## config.mk

```make
export PLATFORM = sky130hd
export DESIGN_NAME = instr_decode_stage_flat
export DESIGN_NICKNAME = d
export VERILOG_FILES = /design/src/rtl/instr_decode_stage_if.sv /design/src/rtl/instr_decode_stage.sv /design/src/flat_wrapper.sv
export SDC_FILE = /design/constraint.sdc
export NUM_CORES = 1
export LEC_CHECK = 0
export BUFFER_PORTS_ARGS = -buffer_cell sky130_fd_sc_hd__buf_2
export CORE_MARGIN = 3
export CORE_UTILIZATION = 58
export DETAILED_ROUTE_END_ITERATION = 10
export GPL_TIMING_DRIVEN = 0
export PLACE_DENSITY_LB_ADDON = 0.05
export SKIP_CTS_REPAIR_TIMING = 1
export SLEW_MARGIN = 30
export SYNTH_ARGS = -nofsm -noshare
export SYNTH_HDL_FRONTEND = slang
export SYNTH_SLANG_ARGS = --single-unit
```

## constraint.sdc

```tcl
create_clock -name clk -period 8.5 [get_ports clk]
set_clock_uncertainty 0.1 [all_clocks]
set_input_delay 0.425 -clock clk [delete_from_list [all_inputs] [get_ports clk]]
set_output_delay 0.425 -clock clk [all_outputs]
set_load 0.005 [all_outputs]
```

## src/rtl/instr_decode_stage_if.sv

```systemverilog
// ---------------------------------------------------------------------------
// instr_decode_stage_if
// Handshake and decoded-field bundle for the instruction decode stage.
//   Upstream side  : in_valid, in_ready, instr_in, pc_in, flush
//   Downstream side: out_valid, out_ready, opcode, rs, rt, rd, funct,
//                    immediateIN, U, pc_out, illegal
// modport master : the environment (fetch + execute) driving the stage
// modport slave  : the decode stage itself
// ---------------------------------------------------------------------------
interface instr_decode_stage_if #(
  parameter int IW  = 32,
  parameter int N   = 16,
  parameter int RW  = 5,
  parameter int PCW = 32
);
  logic           in_valid;
  logic           in_ready;
  logic [IW-1:0]  instr_in;
  logic [PCW-1:0] pc_in;
  logic           flush;
  logic           out_valid;
  logic           out_ready;
  logic [5:0]     opcode;
  logic [RW-1:0]  rs;
  logic [RW-1:0]  rt;
  logic [RW-1:0]  rd;
  logic [5:0]     funct;
  logic [N-1:0]   immediateIN;
  logic           U;
  logic [PCW-1:0] pc_out;
  logic           illegal;

  modport master (
    output in_valid, instr_in, pc_in, flush, out_ready,
    input  in_ready, out_valid, opcode, rs, rt, rd, funct,
           immediateIN, U, pc_out, illegal
  );

  modport slave (
    input  in_valid, instr_in, pc_in, flush, out_ready,
    output in_ready, out_valid, opcode, rs, rt, rd, funct,
           immediateIN, U, pc_out, illegal
  );
endinterface

```

## src/rtl/instr_decode_stage.sv

```systemverilog
// ---------------------------------------------------------------------------
// instr_decode_stage
// Pipeline register + field decode sitting in front of immediate_extension.
// Instructions are decoded at accept time and held in a main register (M)
// that drives every output; a one-entry skid register (S) absorbs the beat
// that arrives while M is stalled, so in_ready depends only on state.
//
// Ports:
//   clk    : rising-edge clock
//   reset  : asynchronous, active-high reset
//   bus    : instr_decode_stage_if.slave (handshakes, flush, decoded fields)
//
// Optional feature macro: DECODE_ILLEGAL_EN
//   defined     -> illegal flags opcodes outside the supported set
//   not defined -> illegal is constant 0
// ---------------------------------------------------------------------------
module instr_decode_stage #(
  parameter int IW  = 32,
  parameter int N   = 16,
  parameter int RW  = 5,
  parameter int PCW = 32
) (
  input  logic                  clk,
  input  logic                  reset,
  instr_decode_stage_if.slave   bus
);

  typedef struct packed {
    logic [5:0]     opcode;
    logic [RW-1:0]  rs;
    logic [RW-1:0]  rt;
    logic [RW-1:0]  rd;
    logic [5:0]     funct;
    logic [N-1:0]   imm;
    logic           u;
    logic           illegal;
    logic [PCW-1:0] pc;
  } dec_t;

  // Split an instruction into its fields and derive the extension controls.
  function automatic dec_t decode(input logic [IW-1:0] instr,
                                  input logic [PCW-1:0] pc);
    dec_t d;
    d.opcode = instr[31:26];
    d.rs     = instr[25:21];
    d.rt     = instr[20:16];
    d.rd     = instr[15:11];
    d.funct  = instr[5:0];
    d.imm    = instr[N-1:0];
    d.pc     = pc;
    // Logical immediates (andi/ori/xori/lui) are zero-extended.
    case (instr[31:26])
      6'h0C, 6'h0D, 6'h0E, 6'h0F: d.u = 1'b1;
      default:                    d.u = 1'b0;
    endcase
`ifdef DECODE_ILLEGAL_EN
    case (instr[31:26])
      6'h00, 6'h02, 6'h03, 6'h04, 6'h05, 6'h08, 6'h09, 6'h0A,
      6'h0C, 6'h0D, 6'h0E, 6'h0F, 6'h23, 6'h2B: d.illegal = 1'b0;
      default:                                  d.illegal = 1'b1;
    endcase
`else
    d.illegal = 1'b0;
`endif
    return d;
  endfunction

  dec_t m_q;
  dec_t s_q;
  logic m_valid_q;
  logic s_valid_q;

  logic accept_s;
  logic xfer_s;
  dec_t dec_s;

  // Handshake qualifiers and the decode of the incoming beat.
  always_comb begin
    accept_s = bus.in_valid && !s_valid_q;
    xfer_s   = m_valid_q && bus.out_ready;
    dec_s    = decode(bus.instr_in, bus.pc_in);
  end

  // Main/skid register update; flush wins over any accept or transfer.
  always_ff @(posedge clk or posedge reset) begin
    if (reset) begin
      m_valid_q <= 1'b0;
      s_valid_q <= 1'b0;
      m_q       <= '0;
      s_q       <= '0;
    end else if (bus.flush) begin
      m_valid_q <= 1'b0;
      s_valid_q <= 1'b0;
    end else if (!m_valid_q || xfer_s) begin
      // M is free this cycle: the older skid beat goes first. in_ready was
      // low whenever S is valid, so no new beat can compete with it.
      if (s_valid_q) begin
        m_q       <= s_q;
        m_valid_q <= 1'b1;
        s_valid_q <= 1'b0;
      end else if (accept_s) begin
        m_q       <= dec_s;
        m_valid_q <= 1'b1;
      end else begin
        m_valid_q <= 1'b0;
      end
    end else begin
      // M stalled: park the new beat in S, which drops in_ready next cycle.
      if (accept_s) begin
        s_q       <= dec_s;
        s_valid_q <= 1'b1;
      end else begin
        s_valid_q <= s_valid_q;
      end
    end
  end

  assign bus.in_ready    = !s_valid_q;
  assign bus.out_valid   = m_valid_q;
  assign bus.opcode      = m_q.opcode;
  assign bus.rs          = m_q.rs;
  assign bus.rt          = m_q.rt;
  assign bus.rd          = m_q.rd;
  assign bus.funct       = m_q.funct;
  assign bus.immediateIN = m_q.imm;
  assign bus.U           = m_q.u;
  assign bus.pc_out      = m_q.pc;
  assign bus.illegal     = m_q.illegal;

endmodule

```

## src/flat_wrapper.sv

```systemverilog
// flat-port wrapper written by rule: the top's interface ports become plain ports
module instr_decode_stage_flat 
#(
  parameter int IW  = 32,
  parameter int N   = 16,
  parameter int RW  = 5,
  parameter int PCW = 32
)
  (clk, reset, bus_in_valid, bus_instr_in, bus_pc_in, bus_flush, bus_out_ready, bus_in_ready, bus_out_valid, bus_opcode, bus_rs, bus_rt, bus_rd, bus_funct, bus_immediateIN, bus_U, bus_pc_out, bus_illegal);
  instr_decode_stage_if #(.IW(IW), .N(N), .RW(RW), .PCW(PCW)) bus_i ();
  input  logic clk;
  input  logic reset;
  input wire logic [$bits(bus_i.in_valid)-1:0] bus_in_valid;
  input wire logic [$bits(bus_i.instr_in)-1:0] bus_instr_in;
  input wire logic [$bits(bus_i.pc_in)-1:0] bus_pc_in;
  input wire logic [$bits(bus_i.flush)-1:0] bus_flush;
  input wire logic [$bits(bus_i.out_ready)-1:0] bus_out_ready;
  output wire logic [$bits(bus_i.in_ready)-1:0] bus_in_ready;
  output wire logic [$bits(bus_i.out_valid)-1:0] bus_out_valid;
  output wire logic [$bits(bus_i.opcode)-1:0] bus_opcode;
  output wire logic [$bits(bus_i.rs)-1:0] bus_rs;
  output wire logic [$bits(bus_i.rt)-1:0] bus_rt;
  output wire logic [$bits(bus_i.rd)-1:0] bus_rd;
  output wire logic [$bits(bus_i.funct)-1:0] bus_funct;
  output wire logic [$bits(bus_i.immediateIN)-1:0] bus_immediateIN;
  output wire logic [$bits(bus_i.U)-1:0] bus_U;
  output wire logic [$bits(bus_i.pc_out)-1:0] bus_pc_out;
  output wire logic [$bits(bus_i.illegal)-1:0] bus_illegal;
  assign bus_i.in_valid = bus_in_valid;
  assign bus_i.instr_in = bus_instr_in;
  assign bus_i.pc_in = bus_pc_in;
  assign bus_i.flush = bus_flush;
  assign bus_i.out_ready = bus_out_ready;
  assign bus_in_ready = bus_i.in_ready;
  assign bus_out_valid = bus_i.out_valid;
  assign bus_opcode = bus_i.opcode;
  assign bus_rs = bus_i.rs;
  assign bus_rt = bus_i.rt;
  assign bus_rd = bus_i.rd;
  assign bus_funct = bus_i.funct;
  assign bus_immediateIN = bus_i.immediateIN;
  assign bus_U = bus_i.U;
  assign bus_pc_out = bus_i.pc_out;
  assign bus_illegal = bus_i.illegal;
  instr_decode_stage #(.IW(IW), .N(N), .RW(RW), .PCW(PCW)) u_core (.clk(clk), .reset(reset), .bus(bus_i));
endmodule
```

==> reports/summary.txt <==
FF+latch count, synth = 132
Mapped Cells = 376
maxcap violations = 0
Initial Util = 60.2%
grt total ovfl = 0
HP Class = primary input to flip-flop
Crit. End Element = primary output
die outline width = 110 um
register area share after synthesis = 52.4%
drt via density = 5.22
Final Max Slew Viols = 0
CTS Root Cell = clkbuf_8
CTS sink cnt = 132
final cell area excluding filler cells = 7910 um^2
Reg2Reg Setup Slack = 6840 ps
I/O Buffers = 146
Min-Delay Path Depth = 2
DRC = 0
number of placement rows = 37
IO Pins = 148
Fin. Hold Viols = 0
P_leak = 0.00398 uW
WL final = 12400 um
Hold Crit Endpoint = u_core.s_q[48]
syn nets = 445
Synth cell types = 17
Detailed Place HPWL = 8500 um
Post-Synth Adder-Cell Area = 0%
post-route insts no fill = 691
Total Power = 2030 uW
Syn Area/Cell = 16.8 um^2
Worst-path clk slew = 60 ps
Iter 0 DRT Violations = 103
CTS H-Tree Depth = 4
cts bufs inserted = 17
gr usage total = 21.5%
multiplexer share of the synthesized area = 41.6%
Initial DRT Pass Iterations = 4
Worst Path Class, Setup = flip-flop to primary output
dpl cells = 659
endpoints failing setup = 0
WP data arrival = 1510 ps
fin worst setup slack = 6470 ps
Synth warnings = 0
post-route ant nets = 0
Placed Area = 7240 um^2
status = finished, final reports clean
largest family of logic cells by synthesized area = multiplexers
Tcrit/Tclk final = 23.9%
die height = 110 um
number of global-route vias before repair = 3873
Post-Synth Simple-Gate Area = 0.715%
XOR/XNOR Fraction of Synth Area = 0%
Synth Area in Compound Gates = 0.397%
die area = 12200 um^2
Max Clk Rate = 492 MHz
layout cell share with drive strength beyond 1 = 73.2%
Avg WL per Cell = 17.9 um
antenna violations before repair = 0
CORE AREA = 10500 um^2
TNS Setup = 0 ps
Req. time, crit path = 7980 ps
CP Max Fanout = 10
unrepaired setup endpoints after global routing = no
Hold Crit Start = bus_instr_in[14]
Power per Cell Area = 257 nW/um^2
Vias = 3609
CTS tree = done
Worst-Skew Late Latency = 500 ps
startpoint class of the critical path = flip-flop
clk buf depth = 2
RR Endpoint = u_core.bus.pc_out[13]
min cycle time layout = 2030 ps
pre-CTS setup slack = 6660 ps
worst r2r path cells = 5
first-pass GRT wire length = 19800 um
Final nets = 613
maximum vdd drop = 0.000211 V
# diodes = 0
largest net degree at the start of global routing = 73
Syn Std Cell Area = 6300 um^2
Reg2Reg Launch Point = u_core.bus.out_valid
synth-to-layout area growth = 25.5%
GPL Wtd Cong = 0.701
==> power breakdown <==
group	leakage [uW]	internal (uW)	switching, uW
Sequential	0.00159	766	76.2
Clock	0.000308	535	273
Combinational	0.00208	260	120
==> stage by stage <==
step	hold slack, ps	util, %
finish	63.6	75.6
global route	39.5	75.6
CTS	-160	75.4
detailed placement	384	69.2
global placement	381	68.8
floorplan	374	-
==> state kept, by name, indices dropped and copies added, names as in the netlist <==
signal and flops:
u_core.bus.out_valid 1, u_core.s_valid_q 1, u_core.bus.opcode 6, u_core.bus.rs 5
u_core.bus.rt 5, u_core.bus.immediateIN 16, u_core.bus.U 1, u_core.s_q 65
u_core.bus.pc_out 32
==> routing by layer <==
| metal | share of wire [%] | wire, um | vias up | global-route usage (%) |
|---|---|---|---|---|
| met1 | 43 | 5380 | 1856 | 27.5 |
| li1 | - | - | 1653 | - |
| met2 | 50 | 6220 | 98 | 36.0 |
| met4 | 0.31 | 38 | 0 | 4.75 |
| met3 | 6.1 | 760 | 2 | 6.64 |
| met5 | 0 | 0 | - | 0 |
==> cells in the final DEF, fill, tap and decap left out <==
master / instances
buf_4: 13
nor2b_1: 1
nand3_1: 1
nand2b_1: 1
nor2_1: 4
o21bai_2: 1
mux2_4: 116
conb_1: 1
inv_8: 1
buf_6: 15
buf_16: 1
a21oi_1: 1
inv_6: 1
clkinvlp_4: 2
inv_1: 1
clkbuf_8: 1
nor3_1: 1
buf_2: 152
clkbuf_16: 16
nand2_1: 2
bufinv_16: 6
clkbuf_1: 1
dfrtp_1: 132
clkinv_4: 3
o41ai_1: 1
dlygate4sd3_1: 2
mux2_2: 78
==> synth_stat cells (all sizes together) <==
| master | number | area (um^2) |
|---|---|---|
| mux2 | 194 | 2620 |
| buf | 34 | 297 |
| o21bai | 1 | 11.3 |
| o41ai | 1 | 8.76 |
| nor3 | 1 | 5.00 |
| dfrtp | 132 | 3300 |
| nand2b | 1 | 6.26 |
| nor2b | 1 | 6.26 |
| inv | 2 | 7.51 |
| nand3 | 1 | 5.00 |
| conb | 1 | 3.75 |
| nand2 | 2 | 7.51 |
| a21oi | 1 | 5.00 |
| nor2 | 4 | 15.0 |
==> worst max-delay path: stages, from the launching register on <==
cell and delay [ps]:
dfrtp_1 340, buf_6 130, buf_6 170, buf_6 190
inv_1 60, buf_2 120
==> kinds of logic after synthesis <==
group,after synthesis
mux,194
simple gates,10
buf+inv,36
compound gates,3
flops,132
other cells,1
==> final cells by class <==
type                    instances  area [um^2]
multi-input cells             208         2690
inverters                       2         15.0
repair buffers                149          778
clock buffers                  18          418
well taps                     136          170
plain buffers                  34          297
clock inverters                12          230
fillers                       705         2560
flip-flops and latches        132         3300
==> worst max-delay path by stage <==
stage / start / endpoint / slack [ps] / cells after the start
2_1_floorplan: reset / u_core.bus.U / 4450 / 1
3_3_place_gp: reset / u_core.bus.pc_out[26] / 3010 / 2
3_5_place_dp: bus_flush / u_core.bus.pc_out[9] / 6660 / 6
4_1_cts: u_core.s_valid_q / bus_in_ready / 6430 / 5
5_1_grt: u_core.s_valid_q / bus_in_ready / 6370 / 5
6_report: u_core.s_valid_q / bus_in_ready / 6470 / 5
(Power assumes the default switching activity.)
